## config.mk

```make
export PLATFORM = sky130hd
export DESIGN_NAME = uart_cmd_ctrl
export DESIGN_NICKNAME = d
export VERILOG_FILES = /design/src/rtl/uart_cmd_ctrl.sv
export SDC_FILE = /design/constraint.sdc
export NUM_CORES = 1
export LEC_CHECK = 0
export CAP_MARGIN = 25
export CORE_UTILIZATION = 44
export CTS_CLUSTER_DIAMETER = 100
export DETAILED_ROUTE_END_ITERATION = 8
export GPL_TIMING_DRIVEN = 0
export PLACE_DENSITY = 0.86
export SETUP_SLACK_MARGIN = 0.02
export SLEW_MARGIN = 40
export SYNTH_ARGS = -nofsm -noshare
export SYNTH_HDL_FRONTEND = slang
export SYNTH_SLANG_ARGS = --single-unit
```

## constraint.sdc

```tcl
create_clock -name clk -period 1.78 [get_ports clk]
set_input_delay 0.445 -clock clk [delete_from_list [all_inputs] [get_ports clk]]
set_output_delay 0.445 -clock clk [all_outputs]
set_load 0.02 [all_outputs]
```

## src/rtl/uart_cmd_ctrl.sv

```systemverilog
// Command sequencer between UART RX/TX and the register file / ALU.
// Optional inter-byte timeout enabled by defining CMD_TIMEOUT_EN.
module uart_cmd_ctrl #(
    parameter int unsigned DATA_W  = 8,
    parameter int unsigned ADDR_W  = 4,
    parameter int unsigned TMO_CYC = 4096
) (
    input  logic                  clk,
    input  logic                  rst_n,
    input  logic [DATA_W-1:0]     rx_p_data,
    input  logic                  rx_d_vld,
    input  logic [DATA_W-1:0]     rf_rd_data,
    input  logic                  rf_rd_vld,
    input  logic [2*DATA_W-1:0]   alu_out,
    input  logic                  alu_out_vld,
    input  logic                  tx_busy,
    output logic [ADDR_W-1:0]     rf_addr,
    output logic [DATA_W-1:0]     rf_wr_data,
    output logic                  rf_wr_en,
    output logic                  rf_rd_en,
    output logic                  alu_en,
    output logic [3:0]            alu_fun,
    output logic                  clk_gate_en,
    output logic [DATA_W-1:0]     tx_p_data,
    output logic                  tx_d_vld,
    output logic                  cmd_err
);

    typedef enum logic [3:0] {
        StIdle, StWrAddr, StWrData, StRdAddr, StRdWait, StOpA, StOpB,
        StAluFun, StAluWait, StTxLo, StTxHi
    } state_e;

    localparam logic [DATA_W-1:0] CmdWr    = DATA_W'(8'hAA);
    localparam logic [DATA_W-1:0] CmdRd    = DATA_W'(8'hBB);
    localparam logic [DATA_W-1:0] CmdAlu   = DATA_W'(8'hCC);
    localparam logic [DATA_W-1:0] CmdAluNo = DATA_W'(8'hDD);

    state_e                state_q, state_d;
    logic [ADDR_W-1:0]     wr_addr_q, wr_addr_d;
    logic [ADDR_W-1:0]     rf_addr_q, rf_addr_d;
    logic [DATA_W-1:0]     rf_wr_data_q, rf_wr_data_d;
    logic                  rf_wr_en_q, rf_wr_en_d;
    logic                  rf_rd_en_q, rf_rd_en_d;
    logic [3:0]            alu_fun_q, alu_fun_d;
    logic [2*DATA_W-1:0]   result_q, result_d;
    logic                  two_byte_q, two_byte_d;
    logic [DATA_W-1:0]     tx_data_q, tx_data_d;
    logic                  tx_vld_q, tx_vld_d;
    logic                  cmd_err_q, cmd_err_d;
    logic                  tmo_hit;

`ifdef CMD_TIMEOUT_EN
    localparam int unsigned TmoW = $clog2(TMO_CYC + 1);

    logic [TmoW-1:0] tmo_cnt_q, tmo_cnt_d;
    logic            tmo_counting;

    // Counts only while a command is partially received; any byte restarts it.
    assign tmo_counting = (state_q inside {StWrAddr, StWrData, StRdAddr, StRdWait,
                                           StOpA, StOpB, StAluFun});

    always_comb begin
        tmo_cnt_d = '0;
        tmo_hit   = 1'b0;
        if (tmo_counting && !rx_d_vld) begin
            if (tmo_cnt_q == TmoW'(TMO_CYC - 1)) begin
                tmo_hit = 1'b1;
            end else begin
                tmo_cnt_d = tmo_cnt_q + 1'b1;
            end
        end
    end

    always_ff @(posedge clk or negedge rst_n) begin
        if (!rst_n) begin
            tmo_cnt_q <= '0;
        end else begin
            tmo_cnt_q <= tmo_cnt_d;
        end
    end
`else
    assign tmo_hit = 1'b0;
`endif

    always_comb begin
        state_d      = state_q;
        wr_addr_d    = wr_addr_q;
        rf_addr_d    = rf_addr_q;
        rf_wr_data_d = rf_wr_data_q;
        rf_wr_en_d   = 1'b0;
        rf_rd_en_d   = 1'b0;
        alu_fun_d    = alu_fun_q;
        result_d     = result_q;
        two_byte_d   = two_byte_q;
        tx_data_d    = tx_data_q;
        tx_vld_d     = tx_vld_q;
        cmd_err_d    = 1'b0;

        unique case (state_q)
            StIdle: begin
                if (rx_d_vld) begin
                    if (rx_p_data == CmdWr) begin
                        state_d = StWrAddr;
                    end else if (rx_p_data == CmdRd) begin
                        state_d = StRdAddr;
                    end else if (rx_p_data == CmdAlu) begin
                        state_d = StOpA;
                    end else if (rx_p_data == CmdAluNo) begin
                        state_d = StAluFun;
                    end else begin
                        cmd_err_d = 1'b1;
                    end
                end
            end
            StWrAddr: begin
                if (rx_d_vld) begin
                    wr_addr_d = rx_p_data[ADDR_W-1:0];
                    state_d   = StWrData;
                end
            end
            StWrData: begin
                if (rx_d_vld) begin
                    rf_addr_d    = wr_addr_q;
                    rf_wr_data_d = rx_p_data;
                    rf_wr_en_d   = 1'b1;
                    state_d      = StIdle;
                end
            end
            StRdAddr: begin
                if (rx_d_vld) begin
                    rf_addr_d  = rx_p_data[ADDR_W-1:0];
                    rf_rd_en_d = 1'b1;
                    state_d    = StRdWait;
                end
            end
            StRdWait: begin
                if (rf_rd_vld) begin
                    result_d   = {{DATA_W{1'b0}}, rf_rd_data};
                    two_byte_d = 1'b0;
                    state_d    = StTxLo;
                    // Start the TX request straight away to save a cycle.
                    if (!tx_busy) begin
                        tx_vld_d  = 1'b1;
                        tx_data_d = rf_rd_data;
                    end
                end
            end
            StOpA: begin
                if (rx_d_vld) begin
                    rf_addr_d    = '0;
                    rf_wr_data_d = rx_p_data;
                    rf_wr_en_d   = 1'b1;
                    state_d      = StOpB;
                end
            end
            StOpB: begin
                if (rx_d_vld) begin
                    rf_addr_d    = ADDR_W'(1);
                    rf_wr_data_d = rx_p_data;
                    rf_wr_en_d   = 1'b1;
                    state_d      = StAluFun;
                end
            end
            StAluFun: begin
                if (rx_d_vld) begin
                    alu_fun_d = rx_p_data[3:0];
                    state_d   = StAluWait;
                end
            end
            StAluWait: begin
                if (alu_out_vld) begin
                    result_d   = alu_out;
                    two_byte_d = 1'b1;
                    state_d    = StTxLo;
                    if (!tx_busy) begin
                        tx_vld_d  = 1'b1;
                        tx_data_d = alu_out[DATA_W-1:0];
                    end
                end
            end
            StTxLo: begin
                if (!tx_vld_q) begin
                    if (!tx_busy) begin
                        tx_vld_d  = 1'b1;
                        tx_data_d = result_q[DATA_W-1:0];
                    end
                end else if (tx_busy) begin
                    tx_vld_d = 1'b0;
                    state_d  = two_byte_q ? StTxHi : StIdle;
                end
            end
            StTxHi: begin
                if (!tx_vld_q) begin
                    if (!tx_busy) begin
                        tx_vld_d  = 1'b1;
                        tx_data_d = result_q[2*DATA_W-1:DATA_W];
                    end
                end else if (tx_busy) begin
                    tx_vld_d = 1'b0;
                    state_d  = StIdle;
                end
            end
            default: state_d = StIdle;
        endcase

        if (tmo_hit) begin
            state_d   = StIdle;
            tx_vld_d  = 1'b0;
            cmd_err_d = 1'b1;
        end
    end

    always_ff @(posedge clk or negedge rst_n) begin
        if (!rst_n) begin
            state_q      <= StIdle;
            wr_addr_q    <= '0;
            rf_addr_q    <= '0;
            rf_wr_data_q <= '0;
            rf_wr_en_q   <= 1'b0;
            rf_rd_en_q   <= 1'b0;
            alu_fun_q    <= '0;
            result_q     <= '0;
            two_byte_q   <= 1'b0;
            tx_data_q    <= '0;
            tx_vld_q     <= 1'b0;
            cmd_err_q    <= 1'b0;
        end else begin
            state_q      <= state_d;
            wr_addr_q    <= wr_addr_d;
            rf_addr_q    <= rf_addr_d;
            rf_wr_data_q <= rf_wr_data_d;
            rf_wr_en_q   <= rf_wr_en_d;
            rf_rd_en_q   <= rf_rd_en_d;
            alu_fun_q    <= alu_fun_d;
            result_q     <= result_d;
            two_byte_q   <= two_byte_d;
            tx_data_q    <= tx_data_d;
            tx_vld_q     <= tx_vld_d;
            cmd_err_q    <= cmd_err_d;
        end
    end

    assign rf_addr     = rf_addr_q;
    assign rf_wr_data  = rf_wr_data_q;
    assign rf_wr_en    = rf_wr_en_q;
    assign rf_rd_en    = rf_rd_en_q;
    assign alu_fun     = alu_fun_q;
    assign alu_en      = (state_q == StAluWait);
    assign clk_gate_en = (state_q == StAluFun) || (state_q == StAluWait);
    assign tx_p_data   = tx_data_q;
    assign tx_d_vld    = tx_vld_q;
    assign cmd_err     = cmd_err_q;

endmodule

```

Yosys cells after proc, flatten, opt, wreduce, memory -nomap -nowiden
Index checks and enable logic that the tools add are counted.

$mul: 0. Div/mod/pow operators: 0. Reductions and logical operators: 16. Mux-type cells: 52. Shift-type cells: 0. Equal/unequal tests: 34. Magnitude comparators: 0. Add/sub/neg operators: 0. Bitwise operators: 0.

Operators with widths (number): $mux 4 (21); $mux 8 (8); $pmux 4 s11 (1); $ne 2x2->1 const B (19); $eq 8x8->1 const B (4); $mux 16 (2); $pmux 16 s2 (1); $pmux 8 s4 (1); $eq 4x3->1 const B (4); $pmux 4 s4 (1); $mux 1 (15); $reduce_and 14->1 (1); $eq 4x4->1 const B (3); $reduce_and 9->1 (1); $eq 4x2->1 const B (2); $reduce_bool 4->1 (2); $reduce_and 2->1 (3); $reduce_and 3->1 (2); $ne 5x5->1 const B (1); $reduce_and 5->1 (1); $eq 4x1->1 const B (1); $logic_not 4->1 (1); $pmux 1 s3 (1); $reduce_bool 3->1 (1); other kinds (5) (5).

Output and inout port bits: 30. Bits in read-only memories: 0. Latch bits: 0. Memories kept: 0. Memory bits (writable): 0. Flip-flop bits (word level): 53.

Longest topological paths before layout
Gate-level depths: netlist (run 1).

Word-level depth: 7. Gate-level depth with buffers: 6.

Worst setup path before layout (run 1)
Ideal clock, no wire load.

Path kind: register -> output. Start point: register state_q[1]. End point: output clk_gate_en. Setup slack: -0.178 ns. Cell stages (with the launch flop): 6. Arrival time: 1.513 ns. Cell sequence: dfrtp_1 buf_2 buf_2 nor3_1 buf_2 a31o_2.

Word-level cells in the longest chain between the ends: 2. Elaborated cells between the ends (all ways): 3. Classes of those cells: 2 x eq/ne; 1 x reduce/logical.

RTL lines: start, declared (RTL line 39) `state_e state_q, state_d;`; start signal, assigned (RTL line 216) `state_q <= StIdle;`; start signal, assigned (RTL line 229) `state_q <= state_d;`; $eq 4x4->1; named net alu_en (RTL line 21) `output logic alu_en,`; $logic_or 1x1->1 (RTL line 250) `assign clk_gate_en = (state_q == StAluFun) || (state_q == StAluWait);`; end, declared (RTL line 23) `output logic clk_gate_en,`.

The timed path passes the listed nets, and every way through them passes these cells.

Final worst setup path (run 1)
Start point: register state_q[0]. End point: register state_q[1].

Word-level cells in the longest chain between the ends: 3. Elaborated cells between the ends (all ways): 27. Classes of those cells: 24 x eq/ne; 1 x mux; 2 x reduce/logical.

RTL lines: $logic_not 4->1 (tied with other cells) (RTL line 100) `unique case (state_q)`; $ne 5x5->1 (no line) or $ne 2x2->1 (tied branches); $reduce_and 14->1 (no line).

Parallel ways exist; a longest one is shown, timed or not. A chain may end at the register's enable or synchronous reset.

==> run_results.csv, run 1 <==
group,metric,value,unit
routing,first_iter_violations,373,
worst_setup_path,crit_path_start_kind,"register",
clock_tree,cts-root-buf,"clkbuf_8",
clock_tree,ctsLongestPathBuffers,2,
synth,synth_top_cell_area_share,48.6,%
power_and_ir_drop,ir_worst_vdd,0.964,mV
floorplanning,die_area,0.00653,sq mm
worst_setup_path,cp-startpoint,"state_q[0]$_DFFE_PN0P_",
worst_setup_path,r2r_setup_slack,-0.23,ns
routing,vias,2650,
finish,drive_gt1_share,41.2,%
finish,area_delta_synth_final,59.2,%
min_path,worst_hold_path_type,"input port to async pin",
synth,yosysWarningCount,0,
clock_tree,clkTransAtPathRegs,0.09,ns
placement,place.port_buffers,67,
status,status,"finished, violations left",
placement,dp_hpwl,5020,microns
placement,gp_congestion,0.944,
placement,place_inst,377,
worst_setup_path,cp.arrival,2.20,ns
synth,netlist_area,0.00273,sq mm
global_routing,grt_max_degree,34,
routing,met3_length,794,microns
worst_setup_path,cp-end-kind,"register",
finish,layout.cells.non_filler,422,
clock_tree,cts_made_buffers,5,
timing,period_needed,2.01,ns
synth,yosysSeqAreaShare,48.6,%
timing,final-setup-viol-count,42,
synth,synth_ff_type,"dfrtp_1",
clock_tree,h-tree-depth,2,
timing,slew_headroom,66.1,%
synth,avgSynthCellArea,11.7,sq um
timing,hold-worst-slack,0.0266,ns
status,violations,"setup timing",
timing,slew_violations,0,
synth,ys_seq_elements,53,
routing,wirelength,9650,microns
routing,drc_errors,0,
floorplanning,die_h,80.8,microns
timing,final.setup.worst_slack,-0.228,ns
finish,diodes,0,
global_routing,overflow,0,
global_routing,antenna_found_initial,0,
floorplanning,rows,28,
power_and_ir_drop,cellLeakagePower,0.00189,uW
worst_setup_path,endpoint,"state_q[1]$_DFFE_PN0P_",
floorplanning,die_x,80.8,microns
clock_tree,hold_buffers,0,
global_routing,grt_first_pass_wirelength,13600,microns
global_routing,grt_pass1_vias,2582,
finish,final_cell_mix,"dfrtp_1, clkdlybuf4s50_1, mux2_2, buf_4, buf_6",
clock_tree,insertion_delay,0.30,ns
clock_tree,cts_tree,"yes",
power_and_ir_drop,powerDensity,1920,mW/mm^2
timing,fmax,0.498,GHz
global_routing,grt_usage,28.1,%
synth,synth_edf_count,0,
worst_setup_path,critPathRequiredTime,1.97,ns
routing,top_layer,"met4",
synth,ys_types,46,
worst_setup_path,crit_fanout,5,
flow_run,maxCapViolations,0,
placement,pre_cts_ws,-0.993,ns
finish,nNetsFinal,384,
worst_setup_path,rr_startpoint,"state_q[0]$_DFFE_PN0P_",
routing,ant_nets,0,
floorplanning,start_util,45.9,%
routing,met1_length,3790,microns
timing,hold_viol_final,0,
routing,met2WireLength,4670,microns
worst_setup_path,worstSetupPathType,"register to register",
timing,skew,0.00800,ns
floorplanning,core_area,0.00596,sq mm
timing,tightest_slew,0.508,ns
synth,ys_top_cells_by_area,"dfrtp_1, mux2_2, a22o_1",
clock_tree,numClockSinks,53,
synth,async_flop_share,100,%
floorplanning,ioPinCount,68,
timing,fin_tns_setup,-4.11,ns
routing,dr.pass1.iters,5,
timing,period_share,113,%
routing,avgRoutedWirePerCell,22.9,microns
finish,final_common_cell,"dfrtp_1",
power_and_ir_drop,total_power,8350,uW
timing,rsz0062_at_grt,"yes",
routing,viasPerCell,6.28,
synth,synth_top_cell_by_area,"dfrtp_1",
worst_setup_path,r2r_end,"state_q[1]$_DFFE_PN0P_",
worst_setup_path,reg2reg_depth,7,
synth,syn_nets,272,
synth,netlist_instances,234,
[how the worst min path moves through the flow]
stage	endpoint	cells after the start
after floorplan	alu_fun[0]$_DFFE_PN0P_	0
after global placement	result_q[13]$_DFFE_PN0P_	1
after detailed placement	tx_p_data[7]$_DFFE_PN0P_	1
after CTS	tx_p_data[7]$_DFFE_PN0P_	1
after global routing	tx_p_data[6]$_DFFE_PN0P_	1
final	state_q[2]$_DFFE_PN0P_	1
[worst max-delay path, stage by stage (launching register included)]
cell      delay (ns)
dfrtp_1         0.44
buf_8           0.16
buf_6           0.11
or3b_4          0.36
a32oi_2         0.17
o211ai_1        0.19
buf_4           0.20
mux2_2          0.27
[cell usage after synthesis (2+ instances only)]
library cell and number:
mux2i_1 8, a22o_1 12, nand2_1 6, inv_1 3, nand3_1 2, or4bb_1 2
xnor2_1 2, clkbuf_1 6, o21bai_1 3, o22ai_1 8, and2_1 2, a211oi_1 2
dfrtp_1 53, nand2b_1 2, nor2b_1 5, nor3_1 4, a2bb2oi_1 8, a21oi_1 13
buf_2 5, xor2_1 2, mux2_2 39, o21ai_0 5, o211ai_1 2, nor2_1 13
buf_1 2, a32oi_1 2, nor3b_1 3, a21o_1 2
[stage by stage]
step	instance area [sq um]	util [%]
2_1_floorplan	2770	-
3_3_place_gp	3530	59.3
3_5_place_dp	3550	59.6
4_1_cts	4080	68.5
5_1_grt	4350	73.0
6_report	4350	73.0
[cell families (layout without fill, tap and decap cells)]
family / after synthesis / in the layout / synth area share [%]
flops: 53 / 53 / 48.6
mux: 47 / 47 / 19.0
xor+xnor: 4 / 4 / 1.28
buf+inv: 17 / 129 / 2.70
simple gates: 49 / 50 / 10.9
compound gates: 64 / 64 / 17.5
[power by group]
| part | total, uW | internal (uW) | leakage (uW) | switching, uW |
|---|---|---|---|---|
| Clock | 650 | 280 | 0.0000395 | 370 |
| Combinational | 5510 | 2890 | 0.00121 | 2620 |
| Sequential | 2190 | 1780 | 0.000644 | 414 |
[flip-flops by register name, indices dropped and copies added, names as in the netlist]
signal / count
result_q: 16
state_q: 4
alu_fun: 4
wr_addr_q: 4
two_byte_q: 1
rf_wr_data: 8
tx_p_data: 8
rf_addr: 4
tx_d_vld: 1
cmd_err: 1
rf_wr_en: 1
rf_rd_en: 1
[routing by layer]
| layer | vias up | global-route usage, % |
|---|---|---|
| met5 | - | 0 |
| met4 | 0 | 10.9 |
| met3 | 49 | 6.18 |
| met2 | 202 | 46.2 |
| met1 | 1298 | 36.3 |
| li1 | 1101 | - |
[final cells by class]
| type | instances | area (sq um) |
|---|---|---|
| buffer | 13 | 166 |
| clock buffer | 8 | 80.1 |
| fill | 362 | 1610 |
| inverter | 3 | 11.3 |
| multi-input combinational | 165 | 1650 |
| sequential | 53 | 1330 |
| tap | 75 | 93.8 |
| timing repair buffer | 105 | 1020 |
[timing repair]
action / in CTS / in global routing
setup buffers: 25 / 11
cloned: 0 / 2
pin swaps: 17 / 15
resized for setup: 101 / 41
setup endpoints to repair: 48 / 49
No activity file was read; power rests on OpenSTA's default activity.
==> run 2, diff against run 1 <==
- CORE_ASPECT_RATIO: not set -> 0.6
==> run_results.csv, run 2 (synthesis results as in run 1) <==
group,metric,value,unit
global_routing,grt_pass1_vias,2485,
finish,design_area,0.00422,sq mm
finish,fill_cells,353,
worst_setup_path,max_stage_delay,0.43,ns
worst_setup_path,crit_buf_inv,2,
worst_setup_path,cp.arrival,2.19,ns
placement,pre_cts_ws,-1.01,ns
finish,diodes,0,
clock_tree,hold_buffers,0,
routing,ant_nets,0,
clock_tree,h-tree-depth,2,
power_and_ir_drop,powerDensity,1860,mW/mm^2
routing,drc_errors,0,
timing,slew_headroom,67.8,%
flow_run,maxCapViolations,0,
global_routing,grt_usage,29.0,%
min_path,worst_hold_path_type,"input port to async pin",
placement,place_area,0.00355,sq mm
clock_tree,numClockSinks,53,
global_routing,overflow,0,
floorplanning,core_area,0.00578,sq mm
placement,place_inst,382,
global_routing,antenna_found_initial,0,
clock_tree,cts_made_buffers,5,
timing,fin_tns_setup,-2.44,ns
timing,skew,0.00994,ns
worst_setup_path,cp_slowest_cell,"dfrtp_1",
worst_setup_path,rr_startpoint,"state_q[1]$_DFFE_PN0P_",
floorplanning,start_util,47.3,%
placement,dp_hpwl,5470,microns
routing,wirelength,9010,microns
worst_setup_path,path_depth,6,
floorplanning,ioPinCount,68,
placement,place.port_buffers,67,
power_and_ir_drop,cellLeakagePower,0.00191,uW
timing,final-setup-viol-count,21,
routing,dr.pass1.iters,5,
clock_tree,clkTransAtPathRegs,0.10,ns
routing,viasPerCell,6.16,
worst_setup_path,endpoint,"state_q[3]$_DFFE_PN0P_",
worst_setup_path,path_common_cell,"buf_6",
floorplanning,die_h,63.0,microns
placement,gp_congestion,0.893,
routing,first_iter_violations,269,
floorplanning,die_area,0.00654,sq mm
worst_setup_path,crit_path_start_kind,"register",
finish,nNetsFinal,374,
clock_tree,ctsLongestPathBuffers,2,
finish,final_cell_mix,"dfrtp_1, clkdlybuf4s50_1, mux2_2, buf_4, dlymetal6s2s_1",
floorplanning,die_x,104,microns
power_and_ir_drop,ir_worst_vdd,0.895,mV
routing,avgRoutedWirePerCell,21.6,microns
global_routing,grt_max_degree,35,
timing,period_share,112,%
worst_setup_path,cp-end-kind,"register",
floorplanning,rows,21,
global_routing,grt_first_pass_wirelength,14300,microns
clock_tree,insertion_delay,0.31,ns
status,status,"finished, violations left",
finish,largest_register_ffs,16,
finish,area_delta_synth_final,54.6,%
timing,final.setup.worst_slack,-0.218,ns
timing,period_needed,2.00,ns
worst_setup_path,reg2reg_depth,6,
finish,largest_register,"result_q",
worst_setup_path,worstSetupPathType,"register to register",
clock_tree,cts_tree,"yes",
timing,slew_violations,0,
finish,finalCoreUtilization,73.1,%
worst_setup_path,r2r_end,"state_q[3]$_DFFE_PN0P_",
worst_setup_path,cp_top_family,"compound AO/OA/AOI/OAI gates",
timing,hold_viol_final,0,
finish,final_common_cell,"dfrtp_1",
worst_setup_path,path_cells,"buf_6, buf_6, or3b_4, a32oi_2, o211ai_1, a221o_1",
finish,drive_gt1_share,38.0,%
worst_setup_path,crit_fanout,7,
routing,vias,2569,
clock_tree,cts-root-buf,"clkbuf_8",
timing,tightest_slew,0.480,ns
worst_setup_path,critPathRequiredTime,1.98,ns
status,violations,"setup timing",
worst_setup_path,r2r_setup_slack,-0.22,ns
finish,layout.cells.non_filler,417,
timing,fmax,0.501,GHz
worst_setup_path,cp-startpoint,"state_q[1]$_DFFE_PN0P_",
timing,rsz0062_at_grt,"yes",
run 2: worst min path at each step:
stage	from	endpoint	slack, ns	depth (start not counted)
2_1_floorplan	rst_n	alu_fun[0]$_DFFE_PN0P_	0.15	0
3_3_place_gp	alu_fun[1]$_DFFE_PN0P_	alu_fun[1]$_DFFE_PN0P_	0.49	1
3_5_place_dp	rst_n	rf_addr[2]$_DFFE_PN0P_	0.35	1
4_1_cts	rst_n	tx_d_vld$_DFFE_PN0P_	0.02	1
5_1_grt	rst_n	rf_wr_data[7]$_DFFE_PN0P_	0.01	1
6_report	rst_n	tx_d_vld$_DFFE_PN0P_	0.001	1
run 2: stage by stage:
| stage | total power (uW) | hold WS, ns |
|---|---|---|
| 5_1_grt | 8200 | 0.0136 |
| 3_3_place_gp | 5680 | 0.488 |
| 4_1_cts | 7440 | 0.0176 |
| 3_5_place_dp | 5800 | 0.347 |
| 6_report | 7840 | 0.00111 |
| 2_1_floorplan | 4480 | 0.149 |
run 2: worst reg2reg max path, cell delays in order (launching register included):
cell and delay [ns]:
dfrtp_1 0.43, buf_6 0.16, buf_6 0.11, or3b_4 0.36
a32oi_2 0.20, o211ai_1 0.25, a221o_1 0.38
run 2: what timing repair did:
| action | in CTS | in global routing |
|---|---|---|
| pin swaps | 10 | 7 |
| buffers inserted | 22 | 5 |
| hold endpoints to repair | 0 | 0 |
| setup endpoints to repair | 50 | 63 |
| gates resized for setup | 91 | 36 |
| gates cloned | 1 | 0 |
run 2: routing by layer:
metal  wire (microns)  global-route usage, %  part of all wire (%)  up-vias
li1                 -                      -                     -     1082
met1             4030                   43.0                    45     1313
met2             3990                   42.9                    44      155
met3              838                   5.94                   9.3       19
met4              157                   7.86                   1.7        0
met5                0                      0                     0        -
run 2: final cells by class:
type,count,area (sq um),share of cell area (%)
Timing Repair Buffer,95,940,22.2
Inverter,3,11.3,0.267
Multi-Input combinational cell,165,1590,37.6
Clock inverter,1,5.00,0.118
Sequential cell,53,1330,31.5
Clock buffer,7,96.3,2.28
Tap cell,80,100,2.37
Buffer,13,153,3.61
run 2: where the power goes:
part	switching, uW	internal [uW]	total (uW)
logic	2360	2550	4910
registers	391	1780	2170
clock network	405	353	757
==> run 3, diff against run 2 <==
- SLEW_MARGIN: 40 -> not set
==> run_results.csv, run 3 (synthesis results as in run 1) <==
group,metric,value,unit
routing,viasPerCell,6.14,
power_and_ir_drop,ir_worst_vdd,0.894,mV
clock_tree,numClockSinks,53,
worst_setup_path,cp-end-kind,"register",
floorplanning,ioPinCount,68,
global_routing,antenna_found_initial,0,
power_and_ir_drop,powerDensity,1850,mW/mm^2
placement,dp_hpwl,5470,microns
worst_setup_path,critPathRequiredTime,1.98,ns
global_routing,grt_first_pass_wirelength,14300,microns
global_routing,grt_usage,29.0,%
placement,place_inst,382,
global_routing,grt_pass1_vias,2485,
floorplanning,die_x,104,microns
timing,final.setup.worst_slack,-0.221,ns
worst_setup_path,r2r_setup_slack,-0.22,ns
finish,final_cell_mix,"dfrtp_1, clkdlybuf4s50_1, mux2_2, buf_4, dlymetal6s2s_1",
worst_setup_path,r2r_end,"state_q[3]$_DFFE_PN0P_",
finish,area_delta_synth_final,54.6,%
global_routing,grt_max_degree,35,
worst_setup_path,path_cells,"buf_6, buf_6, or3b_4, a32oi_2, o211ai_1, a221o_1",
finish,drive_gt1_share,38.0,%
worst_setup_path,worstSetupPathType,"register to register",
worst_setup_path,crit_path_start_kind,"register",
power_and_ir_drop,p_int,4680,uW
routing,ant_nets,0,
placement,place_area,0.00355,sq mm
power_and_ir_drop,p_switching,3150,uW
routing,avgRoutedWirePerCell,21.5,microns
timing,period_share,112,%
clock_tree,ctsLongestPathBuffers,2,
status,violations,"setup timing",
timing,period_needed,2.00,ns
placement,place.port_buffers,67,
power_and_ir_drop,p_seq_share,27.7,%
flow_run,maxCapViolations,0,
power_and_ir_drop,pwr-share-comb,62.6,%
status,status,"finished, violations left",
floorplanning,die_h,63.0,microns
worst_setup_path,cp_slowest_cell,"dfrtp_1",
finish,largest_register_ffs,16,
power_and_ir_drop,p_sw_share,40.2,%
timing,rsz0062_at_grt,"yes",
min_path,worst_hold_path_type,"input port to async pin",
timing,slew_violations,0,
clock_tree,cts_tree,"yes",
finish,final_common_cell,"dfrtp_1",
worst_setup_path,cp.arrival,2.20,ns
floorplanning,core_area,0.00578,sq mm
global_routing,grt-busiest-layer,"met1",
routing,drc_errors,0,
placement,gp_congestion,0.893,
worst_setup_path,cp-startpoint,"state_q[1]$_DFFE_PN0P_",
timing,tightest_slew,0.496,ns
timing,slew_headroom,66.9,%
worst_setup_path,crit_fanout,7,
finish,layout.cells.non_filler,417,
routing,wirelength,8980,microns
finish,largest_register,"result_q",
floorplanning,start_util,47.3,%
global_routing,groute.layer.met3.usage,5.94,%
clock_tree,h-tree-depth,2,
worst_setup_path,reg2reg_depth,6,
finish,diodes,0,
finish,nNetsFinal,374,
timing,final-setup-viol-count,22,
global_routing,met2_usage,42.9,%
timing,skew,0.0101,ns
global_routing,overflow,0,
routing,first_iter_violations,269,
worst_setup_path,rr_startpoint,"state_q[1]$_DFFE_PN0P_",
global_routing,use_met1,43.0,%
clock_tree,clkTransAtPathRegs,0.10,ns
finish,design_area,0.00422,sq mm
clock_tree,cts-root-buf,"clkbuf_8",
timing,fmax,0.500,GHz
worst_setup_path,path_common_cell,"buf_6",
floorplanning,die_area,0.00654,sq mm
timing,hold-worst-slack,0.0839,ns
worst_setup_path,max_stage_delay,0.43,ns
routing,dr.pass1.iters,5,
power_and_ir_drop,clock_power_share,9.7,%
floorplanning,rows,21,
power_and_ir_drop,cellLeakagePower,0.00191,uW
clock_tree,insertion_delay,0.31,ns
clock_tree,cts_made_buffers,5,
timing,hold_viol_final,0,
routing,vias,2562,
placement,pre_cts_ws,-1.01,ns
finish,finalCoreUtilization,73.0,%
[run 3: cell counts in the layout (fill, tap and decap cells not counted)]
Identical to the previous run, type by type.
[run 3: per-layer routing]
metal / wire length (microns) / vias to the layer above
li1: - / 1084
met1: 3960 / 1301
met2: 3970 / 156
met3: 876 / 21
met4: 165 / 0
met5: 0 / -
[run 3: cell type report]
class	instances	area, sq um
multi-input cells	165	1590
fillers	352	1560
flip-flops and latches	53	1330
repair buffers	95	937
plain buffers	13	153
well taps	80	100
clock buffers	7	96.3
inverters	3	11.3
clock inverters	1	5.00
[run 3: how the worst max path moves through the flow]
| stage | end | slack, ns | cells after the start |
|---|---|---|---|
| floorplan | state_q[3]$_DFFE_PN0P_ | -0.1 | 4 |
| global placement | tx_d_vld$_DFFE_PN0P_ | -1.49 | 1 |
| detailed placement | clk_gate_en | -1.01 | 5 |
| CTS | clk_gate_en | -0.18 | 5 |
| global route | tx_p_data[4]$_DFFE_PN0P_ | -0.25 | 5 |
| finish | state_q[3]$_DFFE_PN0P_ | -0.22 | 6 |
[run 3: power groups by stage]
stage	logic (uW)	clock network [uW]	registers [uW]
6_report	4900	757	2170
5_1_grt	5160	816	2220
4_1_cts	4560	748	2130
3_5_place_dp	3660	0	2140
3_3_place_gp	3570	0	2110
2_1_floorplan	2050	0	2430
[run 3: worst max-delay path, delay by kind of cell, from the launching register on]
kind                   cells  cell delay [ns]
AND/OR/NAND/NOR            1             0.36
AO/OA/AOI/OAI              3             0.84
buffers and inverters      2             0.27
flip-flops                 1             0.43
[run 3: per-stage QoR]
step                      total power [uW]  TNS, ns
after global placement                5680   -93.70
after CTS                             7440    -1.81
after detailed placement              5800   -25.12
after global routing                  8200    -3.57
final                                 7830    -2.55
after floorplan                       4480    -1.03
[run 3: timing repair]
action                                  in CTS  in global routing
gates cloned                                 1                  0
hold buffers                                 0                  0
setup buffers                               22                  5
gates resized for setup                     91                 36
pin swaps                                   10                  7
endpoints found under the setup margin      50                 63
hold endpoints to repair                     0                  0
==> edit: new RTL, flow settings as in run 1 <==
Encoding of `state_e`: now one-hot (11 bits for 11 states).
--- a/src/rtl/uart_cmd_ctrl.sv
+++ b/src/rtl/uart_cmd_ctrl.sv
@@ -27,7 +27,7 @@
 );
 
-    typedef enum logic [3:0] {
-        StIdle, StWrAddr, StWrData, StRdAddr, StRdWait, StOpA, StOpB,
-        StAluFun, StAluWait, StTxLo, StTxHi
+    typedef enum logic [10:0] {
+        StIdle = 11'b00000000001, StWrAddr = 11'b00000000010, StWrData = 11'b00000000100, StRdAddr = 11'b00000001000, StRdWait = 11'b00000010000, StOpA = 11'b00000100000, StOpB = 11'b00001000000,
+        StAluFun = 11'b00010000000, StAluWait = 11'b00100000000, StTxLo = 11'b01000000000, StTxHi = 11'b10000000000
     } state_e;
 
Behaviour: no difference found for any inputs over 4 cycles, from zero or initial values and one cycle with rst_n low; so few cycles prove little.
==> edit against run 1 <==
The flow still finishes with violations (negative setup slack); power fell by 21%; setup slack worse by 0.28 ns; cell area rose by 15%; hold slack better by 0.019 ns; first-iteration DRC count decreased by 22%; fmax shrank 12%; non-clock buffer count is 1 higher; utilization shrank 0.74 points; synthesized cell count up 20%; synthesized area grew 17%; cell count is 17% higher; sequential cell count grew 7; wire length is 12% higher; critical path type is now reg -> out.
==> edit: results (changes against run 1) <==
outcome -> complete, but fails checks
violated checks -> negative setup slack
share of cells above drive strength 1 -> 40.8% (-0.40 points)
met3 usage -> 5.88% (-0.30 points)
first-pass GRT wire length -> 14.8 mm (+9.0%)
# fillers -> 429 (+19%)
global-route met1 utilization -> 34.3% (-2.0 points)
via count -> 2,998 (+13%)
Slew Limit Headroom -> 64.6% (-1.6 points)
WL met2 -> 5.20 mm (+11%)
placed insts -> 443 (+18%)
portion of netlist area occupied by mux cells -> 15.2% (-3.8 points)
port bufs -> 66 (-1.5%)
r2r setup slk -> -0.46 ns (-0.23 ns)
grt met2 use -> 41.4% (-4.8 points)
# setup viols final -> 53 (+26%)
DP Area -> 0.00408 mm^2 (+15%)
CTS resizes -> 59 (-42%)
Max VDD drop -> 0.000696 V (-28%)
Worst Slack Setup Final -> -0.505 ns (-0.277 ns)
Compound-Gate Fraction of Synth Area -> 15.5% (-2.0 points)
drt initial violations -> 291 (-22%)
Seq group -> 2.05 mW (-6%)
TritonCTS buffer count -> 9 (+4)
clock latency on the worst-skew pair -> 0.35 ns (+0.05 ns)
Final GP Congestion -> 0.768 (-19%)
==> edit: changes by cell type in the layout (fill, tap and decap cells not counted), sizes merged, moves of 7 or more <==
cell	before	now
a221o	1	8
nand2	6	24
clkdlybuf4s50	50	35
dlymetal6s2s	6	21
o22ai	8	1
o21ai	5	21
a2bb2oi	8	0
a21oi	13	1
==> edit: worst max-delay path by stage <==
stage | start | end | cells after the start
global route | state_q[7] | clk_gate_en | 7
global placement | rst_n | state_q[4] | 1
floorplan | state_q[0] | state_q[5] | 6
detailed placement | state_q[5] | clk_gate_en | 6
CTS | state_q[3] | clk_gate_en | 7
finish | state_q[6] | clk_gate_en | 7
==> edit: layout make-up <==
type                            count  share of cell area (%)
Tap cell                           96                    2.41
Buffer                             16                    3.63
Sequential cell                    60                    30.2
Clock inverter                      1                   0.100
Timing Repair Buffer              103                    21.9
Inverter                            9                   0.677
Clock buffer                       14                    3.66
Multi-Input combinational cell    194                    37.5
